$ cat src/rtl/sdma_rdata_pack.sv
// Source-port read-data steering and AHB-to-cache-width packing stage.
// One source is selected per transfer; output is buffered in a 2-entry FIFO.
module sdma_rdata_pack #(
   parameter int unsigned AHB_DW   = 32,
   parameter int unsigned CACHE_DW = 128,
   parameter int unsigned NPORT    = 4,
   parameter int unsigned PID_W    = 3
) (
   input  logic                        i_clk,
   input  logic                        i_rst,
   input  logic                        i_start,
   input  logic [PID_W-1:0]            i_inst_srcportid,
   input  logic                        i_flush,
   input  logic [AHB_DW-1:0]           i_sdma_ahbrdata,
   input  logic [AHB_DW/8-1:0]         i_sdma_ahbrvld,
   input  logic [NPORT*CACHE_DW-1:0]   i_sdma_crdata,
   input  logic [NPORT*CACHE_DW/8-1:0] i_sdma_crvld,
   output logic                        o_sdma_rrdy,
   output logic [CACHE_DW-1:0]         o_sdma_sportrdata,
   output logic [CACHE_DW/8-1:0]       o_sdma_sportrvld,
   output logic                        o_sdma_sportvalid,
   input  logic                        i_sdma_sportready,
   output logic                        o_sdma_busy,
   output logic                        o_sdma_done,
   output logic                        o_sdma_iderr
);

   localparam int unsigned RATIO = CACHE_DW / AHB_DW;
   localparam int unsigned PTR_W = (RATIO > 1) ? $clog2(RATIO) : 1;
   localparam int unsigned AHB_BW = AHB_DW / 8;
   localparam int unsigned CACHE_BW = CACHE_DW / 8;

   typedef enum logic [1:0] {StIdle, StRun, StDrain} state_e;

   state_e                r_state, w_state_d;
   logic [PID_W-1:0]      r_pid;
   logic [PTR_W-1:0]      r_ptr;
   logic [CACHE_DW-1:0]   r_pack_data;
   logic [CACHE_BW-1:0]   r_pack_vld;
   logic [CACHE_DW-1:0]   r_fifo_data [2];
   logic [CACHE_BW-1:0]   r_fifo_vld [2];
   logic                  r_wr;
   logic                  r_rd;
   logic [1:0]            r_count;
   logic                  r_iderr;

   logic                  w_id_legal;
   logic                  w_is_ahb;
   logic [CACHE_DW-1:0]   w_c_data;
   logic [CACHE_BW-1:0]   w_c_vld;
   logic                  w_src_any;
   logic                  w_accept;
   logic                  w_ahb_acc;
   logic                  w_wrap;
   logic [CACHE_DW-1:0]   w_pack_data;
   logic [CACHE_BW-1:0]   w_pack_vld;
   logic [PTR_W-1:0]      w_ptr_d;
   logic                  w_ending;
   logic                  w_part_push;
   logic                  w_push;
   logic                  w_pop;
   logic [CACHE_DW-1:0]   w_push_data;
   logic [CACHE_BW-1:0]   w_push_vld;
   logic                  w_start_ok;

   always_comb begin
      w_id_legal = (i_inst_srcportid == '0);
      w_c_data   = '0;
      w_c_vld    = '0;
      for (int k = 0; k < int'(NPORT); k++) begin
         if (i_inst_srcportid == PID_W'(4 + k)) w_id_legal = 1'b1;
         if (r_pid == PID_W'(4 + k)) begin
            w_c_data = i_sdma_crdata[k*CACHE_DW +: CACHE_DW];
            w_c_vld  = i_sdma_crvld[k*CACHE_BW +: CACHE_BW];
         end
      end
      w_is_ahb   = (r_pid == '0);
      w_src_any  = w_is_ahb ? (|i_sdma_ahbrvld) : (|w_c_vld);
      w_start_ok = (r_state == StIdle) && i_start && w_id_legal;

      o_sdma_rrdy = (r_state == StRun) && (r_count < 2'd2);
      w_accept    = w_src_any && o_sdma_rrdy;
      w_ahb_acc   = w_accept && w_is_ahb;

      // Pack register view after this cycle's beat lands in lane r_ptr.
      w_pack_data = r_pack_data;
      w_pack_vld  = r_pack_vld;
      w_ptr_d     = r_ptr;
      w_wrap      = 1'b0;
      if (w_ahb_acc) begin
         for (int l = 0; l < int'(RATIO); l++) begin
            if (r_ptr == PTR_W'(l)) begin
               w_pack_data[l*AHB_DW +: AHB_DW] = i_sdma_ahbrdata;
               w_pack_vld[l*AHB_BW +: AHB_BW]  = i_sdma_ahbrvld;
            end
         end
         w_wrap  = (r_ptr == PTR_W'(RATIO - 1));
         w_ptr_d = w_wrap ? '0 : r_ptr + 1'b1;
      end

      w_ending    = ((r_state == StRun) && i_flush) || (r_state == StDrain);
      w_part_push = w_ending && (w_ptr_d != '0) && (r_count < 2'd2);
      w_push      = (w_accept && !w_is_ahb) || w_wrap || w_part_push;
      w_push_data = w_is_ahb ? w_pack_data : w_c_data;
      w_push_vld  = w_is_ahb ? w_pack_vld : w_c_vld;
      w_pop       = (r_count != 2'd0) && i_sdma_sportready;
   end

   always_comb begin
      w_state_d   = r_state;
      o_sdma_done = 1'b0;
      unique case (r_state)
         StIdle:  if (w_start_ok) w_state_d = StRun;
         StRun:   if (i_flush) w_state_d = StDrain;
         StDrain: begin
            if ((r_ptr == '0) && (r_count == 2'd0)) begin
               o_sdma_done = 1'b1;
               w_state_d   = StIdle;
            end
         end
         default: w_state_d = StIdle;
      endcase
   end

   always_ff @(posedge i_clk) begin
      if (i_rst) begin
         r_state     <= StIdle;
         r_pid       <= '0;
         r_ptr       <= '0;
         r_pack_data <= '0;
         r_pack_vld  <= '0;
         r_wr        <= 1'b0;
         r_rd        <= 1'b0;
         r_count     <= 2'd0;
         r_iderr     <= 1'b0;
         r_fifo_data <= '{default: '0};
         r_fifo_vld  <= '{default: '0};
      end else begin
         r_state <= w_state_d;
         r_iderr <= (r_state == StIdle) && i_start && !w_id_legal;
         if (w_start_ok) begin
            r_pid       <= i_inst_srcportid;
            r_ptr       <= '0;
            r_pack_data <= '0;
            r_pack_vld  <= '0;
         end else if (w_wrap || w_part_push) begin
            r_ptr       <= '0;
            r_pack_data <= '0;
            r_pack_vld  <= '0;
         end else if (w_ahb_acc) begin
            r_ptr       <= w_ptr_d;
            r_pack_data <= w_pack_data;
            r_pack_vld  <= w_pack_vld;
         end
         if (w_push) begin
            r_fifo_data[r_wr] <= w_push_data;
            r_fifo_vld[r_wr]  <= w_push_vld;
            r_wr              <= ~r_wr;
         end
         if (w_pop) r_rd <= ~r_rd;
         unique case ({w_push, w_pop})
            2'b10:   r_count <= r_count + 2'd1;
            2'b01:   r_count <= r_count - 2'd1;
            default: r_count <= r_count;
         endcase
      end
   end

   assign o_sdma_sportvalid = (r_count != 2'd0);
   assign o_sdma_sportrdata = o_sdma_sportvalid ? r_fifo_data[r_rd] : '0;
   assign o_sdma_sportrvld  = o_sdma_sportvalid ? r_fifo_vld[r_rd] : '0;
   assign o_sdma_busy       = (r_state != StIdle);
   assign o_sdma_iderr      = r_iderr;

endmodule

$ cat config.mk
export PLATFORM = sky130hd
export DESIGN_NAME = sdma_rdata_pack
export DESIGN_NICKNAME = d
export VERILOG_FILES = /design/src/rtl/sdma_rdata_pack.sv
export SDC_FILE = /design/constraint.sdc
export NUM_CORES = 1
export LEC_CHECK = 0
export BUFFER_PORTS_ARGS = -buffer_cell sky130_fd_sc_hd__buf_2
export CORE_AREA = 4 4 300 302
export DETAILED_ROUTE_END_ITERATION = 6
export DIE_AREA = 0 0 304 306
export PLACE_DENSITY = 0.6
export SYNTH_ARGS = -nofsm -noshare
export SYNTH_HDL_FRONTEND = slang
export SYNTH_SLANG_ARGS = --single-unit
$ cat constraint.sdc
create_clock -name i_clk -period 3.2 [get_ports i_clk]
set_clock_uncertainty 0.1 [all_clocks]
set_input_delay 0.64 -clock i_clk [delete_from_list [all_inputs] [get_ports i_clk]]
set_output_delay 0.64 -clock i_clk [all_outputs]
set_load 0.005 [all_outputs]
Word level (Yosys, flattened, before mapping). Index checks and enable logic that the tools add are counted.

Bitwise logic cells: 4. Reductions and logical operators: 32. Multiplexer cells: 49. $add $sub $neg: 3. Magnitude comparators: 4. Eq/ne operators: 18.

Operator list (number): two-way mux 128 bit (11); bitwise mux 256 bit (1); two-way mux 16 bit (11); demux 128 bit (select 1 bit) (1); two-way mux 32 bit (4); bitwise mux 32 bit (1); == test 3 bit, second input constant (8); demux 16 bit (select 1 bit) (1); two-way mux 4 bit (4); OR reduction 16 bit (1); logical AND 1 bit (13); two-way mux 2 bit (5); == test 2 bit, second input constant (4); two-way mux 1 bit (8); nonzero test 2 bit (4); == test 2 x 1 -> 1 bit, second input constant (3); zero test 2 bit (3); zero test 3 bit (2); case mux 2 bit (3 select lines) (1); adder 2 x 1 -> 2 bit, second input constant (2); greater-or-equal comparator 2 bit, second input constant (2); logical OR 1 bit (4); != test 2 bit, second input constant (2); NOT 1 -> 2 bit (2); other kinds (10) (12).

Register bits after elaboration: 444.

Logic depth before layout (Yosys ltp).
Word-level depth: 16. Mapped depth: 12.

Worst setup path before layout. OpenSTA, ideal clock, no wires.

Kind: input to register. Start point: in i_sdma_ahbrvld[2]. End point: reg r_fifo_data[156] in the netlist's numbering. Stages on the path: 9. Data arrival time: 2638 ps. Buffers on the path: 3. Setup slack: 342 ps. Required time: 2979 ps. Cell sequence: clkbuf_1 -> nor4_2 -> or4_4 -> nand3_1 -> o211ai_1 -> o21ai_1 -> buf_4 -> buf_4 -> mux2_2.

Word-level cells in the longest chain between the ends: 9.

Ends and longest elaborated chain: from (decl) (line 15) `input logic [AHB_DW/8-1:0] i_sdma_ahbrvld,`; OR reduction 4 bit * (line 78) `w_src_any = w_is_ahb ? (|i_sdma_ahbrvld) : (|w_c_vld);`; two-way mux 1 bit * (line 78); logical AND 1 bit * (line 82) `w_accept = w_src_any && o_sdma_rrdy;`; logical AND 1 bit (line 83) `w_ahb_acc = w_accept && w_is_ahb;`; two-way mux 2 bit (line 90) `if (w_ahb_acc) begin`; nonzero test 2 bit (line 102) `w_part_push = w_ending && (w_ptr_d != '0) && (r_count < 2'd2);`; logical AND 1 bit (2 in a row) (line 102); logical OR 1 bit (line 103) `w_push = (w_accept && !w_is_ahb) || w_wrap || w_part_push;`; to (signal, indexed assignment) (line 156) `r_fifo_data[r_wr] <= w_push_data;`; to (decl) (line 40) `logic [CACHE_DW-1:0] r_fifo_data [2];`.

Every way passes the cells marked *; elsewhere a longest branch is shown, timed or not. A chain may end at the register's enable or synchronous reset.

Worst setup path after layout.
Start point: reg r_rd. End point: out o_sdma_sportrdata[54].

Word-level cells in the longest chain between the ends: 5.

Ends and longest elaborated chain: from (decl) (line 43) `logic r_rd;`; from (signal assigned) (line 160) `if (w_pop) r_rd <= ~r_rd;`; NOT 1 -> 2 bit (not written as such) (line 170) `assign o_sdma_sportrdata = o_sdma_sportvalid ? r_fifo_data[r_rd] : '0;`; two-way mux 128 bit (not written as such) (3 in a row) (line 170); two-way mux 128 bit (line 170); to (decl) (line 19) `output logic [CACHE_DW-1:0] o_sdma_sportrdata,`.

Every way passes these cells. The select of a mux whose other input is x is not followed.

==> reports/results.txt <==
Starting density of the core -> 0.2744
DR vias -> 22,910
Drt drc -> 0
Mapped Avg Cell Area -> 9.248 µm²
Post-CTS Resized -> 0
CORE AREA -> 87,690 µm²
First-pass GRT wire length -> 160,200 µm
Lkg Pwr -> 0.01313 µW
Top routing layer used -> met5
Vias per cell -> 5.074
Vias in the first global route -> 22,890
GR Overflow Total -> 0
DRT antenna net count -> 0
Worst Path Arrival -> 2330 ps
GRT Overall Usage -> 0.2334
Final Slew Violations -> 0
Synth Instances -> 2,602
Die H -> 306 µm
Largest net degree at the start of global routing -> 89
Hold Fails Final Rpt -> 0
# Max-Cap Violations -> 0
HP Class -> input port to register
CTS tree -> yes
CP Capture Type -> output pin
Clock H-tree levels -> 2
Area Overhead vs Synth -> 29.92%
Met3 wire len -> 8321 µm
Initial antenna violation count -> 31
Placed Cells -> 4,412
DIE AREA -> 93,020 µm²
Number of synthesized flops with an enable pin -> 0
Fraction of layout cells with a size suffix above 1 -> 0.3547
Met1 wire length -> 46,560 µm
Warnings, synthesis -> 0
Distinct cell type count after synthesis -> 60
Clock slew at reported path FFs -> 60 ps
Post-route insts no fill -> 4,515
Final setup vio count -> 0
CTS Root Cell -> clkbuf_16
Worst path required time -> 2460 ps
DRT Pass-1 Iters -> 6
CP Class -> register to output pin
Fin nets -> 3,924
I/O pin cnt -> 769
Post-Route Setup TNS -> 0 ps
Status -> finished clean
Clk_lat worst skew -> 600 ps
Post-synth net total -> 3,227
Crit Path Max Fanout -> 24
Drt wl/cell -> 25.35 µm
Clock sink total -> 444
Crit share post-route -> 0.9585
Min Tclk post-route -> 3067 ps
PwrDens -> 446.2 nW/µm²
DR iter-0 viols -> 1,789
Startpoint Class -> register
RSZ-0062 raised after global routing -> no
Final Cell Area -> 31,270 µm²
FMAX -> 326.0 MHz
Routed Wire Length -> 114,500 µm
HPWL Detailed -> 88,930 µm
Ys async rst share -> 0
Post-synthesis sequential area ratio -> 0.3694
Routed met2 length -> 55,580 µm
CTS max path bufs -> 3
CTS buffer count -> 50
Max_slew headroom -> 0.3550
Row count -> 109
Placer Congestion -> 0.9197
Peak supply drop -> 0.0003856 V
Port bufs -> 768
Worst-margin pin slew -> 967.4 ps
Postcts setup bufs -> 0
Ys flop type -> dfxtp_1
Flops & latches, synth -> 444
Hold bufs inserted after CTS -> 0
Placed Area -> 29,580 µm²
Area of the mapped netlist -> 24,060 µm²
Die Wd -> 304 µm
[power by group]
part | internal (µW) | switching (µW) | total (µW)
clock network | 3420 | 2500 | 5930
registers | 5570 | 55.9 | 5630
logic | 987 | 1410 | 2400
[worst max-delay path, stage by stage, from the launching register on]
cell     delay (ps)
dfxtp_4         590
buf_12          280
mux2i_1         580
nor2_1           70
buf_2           150
[layer usage]
metal | track usage | up-vias
met5 | 0 | -
met4 | 0.07252 | 12
met2 | 0.4037 | 911
met1 | 0.2928 | 11180
li1 | - | 10650
met3 | 0.04821 | 160
[placed cells by master, fill, tap and decap left out, drive strengths merged, types with 36 or more instances in the layout]
master,n
mux4,141
a22oi,36
dfxtp,444
nor2b,47
nor2,177
mux2i,392
mux2,42
a21oi,222
buf,890
nand2,608
o21ai,61
clkbuf,69
[worst paths after layout]
path,from,endpoint,slack [ps],cells after the start
worst max-delay path,r_rd,o_sdma_sportrdata[54],130,4
worst min-delay path,i_start,o_sdma_iderr,190,3
worst max register to register,r_pid[1],r_count[1],190,11
worst min register to register,r_pack_vld[0],r_pack_vld[0],350,2
[sequential cells by signal (all words and copies together), names as in the netlist]
signal and flops:
r_count 2, r_pid 3, r_wr 1, r_state 2, o_sdma_iderr 1, r_pack_vld 16, r_pack_data 128, r_rd 1
r_ptr 2, r_fifo_data 256, r_fifo_vld 32
[through the flow]
stage	setup WS, ps	hold WS (ps)	power [µW]	utilization
6_report	132.7	186.4	13950	0.3565
5_1_grt	27.04	179.5	14430	0.3563
4_1_cts	163.0	154.6	14080	0.3562
3_5_place_dp	102.4	345.9	8158	0.3373
3_3_place_gp	45.64	341.1	8148	0.3373
2_1_floorplan	341.7	308.6	6950	-
[cells in the mapped netlist, types with 3 or more instances]
master / count / share of area
nor2b_1: 47 / 0.012
nor3b_1: 3 / 0.00094
a211oi_1: 6 / 0.0019
mux2_2: 42 / 0.020
mux4_2: 141 / 0.13
dfxtp_1: 444 / 0.37
ha_1: 5 / 0.0026
buf_2: 19 / 0.0040
a221oi_1: 7 / 0.0025
nand2_1: 608 / 0.095
buf_6: 8 / 0.0037
nand3_1: 7 / 0.0015
clkbuf_1: 149 / 0.023
a222oi_1: 33 / 0.014
buf_8: 7 / 0.0044
o21ai_0: 59 / 0.012
a22oi_1: 36 / 0.011
buf_4: 25 / 0.0078
buf_1: 36 / 0.0056
nor4_1: 9 / 0.0023
a21oi_1: 222 / 0.046
and2_1: 3 / 0.00078
a22o_1: 32 / 0.012
or3_1: 3 / 0.00078
nor2_1: 177 / 0.028
a31oi_1: 5 / 0.0013
inv_1: 11 / 0.0017
o21bai_1: 3 / 0.00094
o21a_1: 15 / 0.0047
a32o_1: 3 / 0.0012
mux2i_1: 392 / 0.16
nor3_1: 9 / 0.0019
[logic make-up after synthesis]
kind of cell	share of synthesized area
multiplexers	0.3147
buffers and inverters	0.05127
adder cells (fa/ha/maj)	0.002600
flip-flops	0.3694
XOR/XNOR	0.001092
AND/OR/NAND/NOR	0.1484
AO/OA/AOI/OAI	0.1126
[area by class of cell]
type	instances	area, µm²
Clock buffer	69	1456
Multi-Input combinational cell	1902	14060
Antenna cell	12	30.03
Sequential cell	444	8901
Timing Repair Buffer	890	5112
Clock inverter	22	201.4
Fill cell	9146	56430
Inverter	11	48.80
Tap cell	1165	1458
Power figures use the tool's default switching activity.
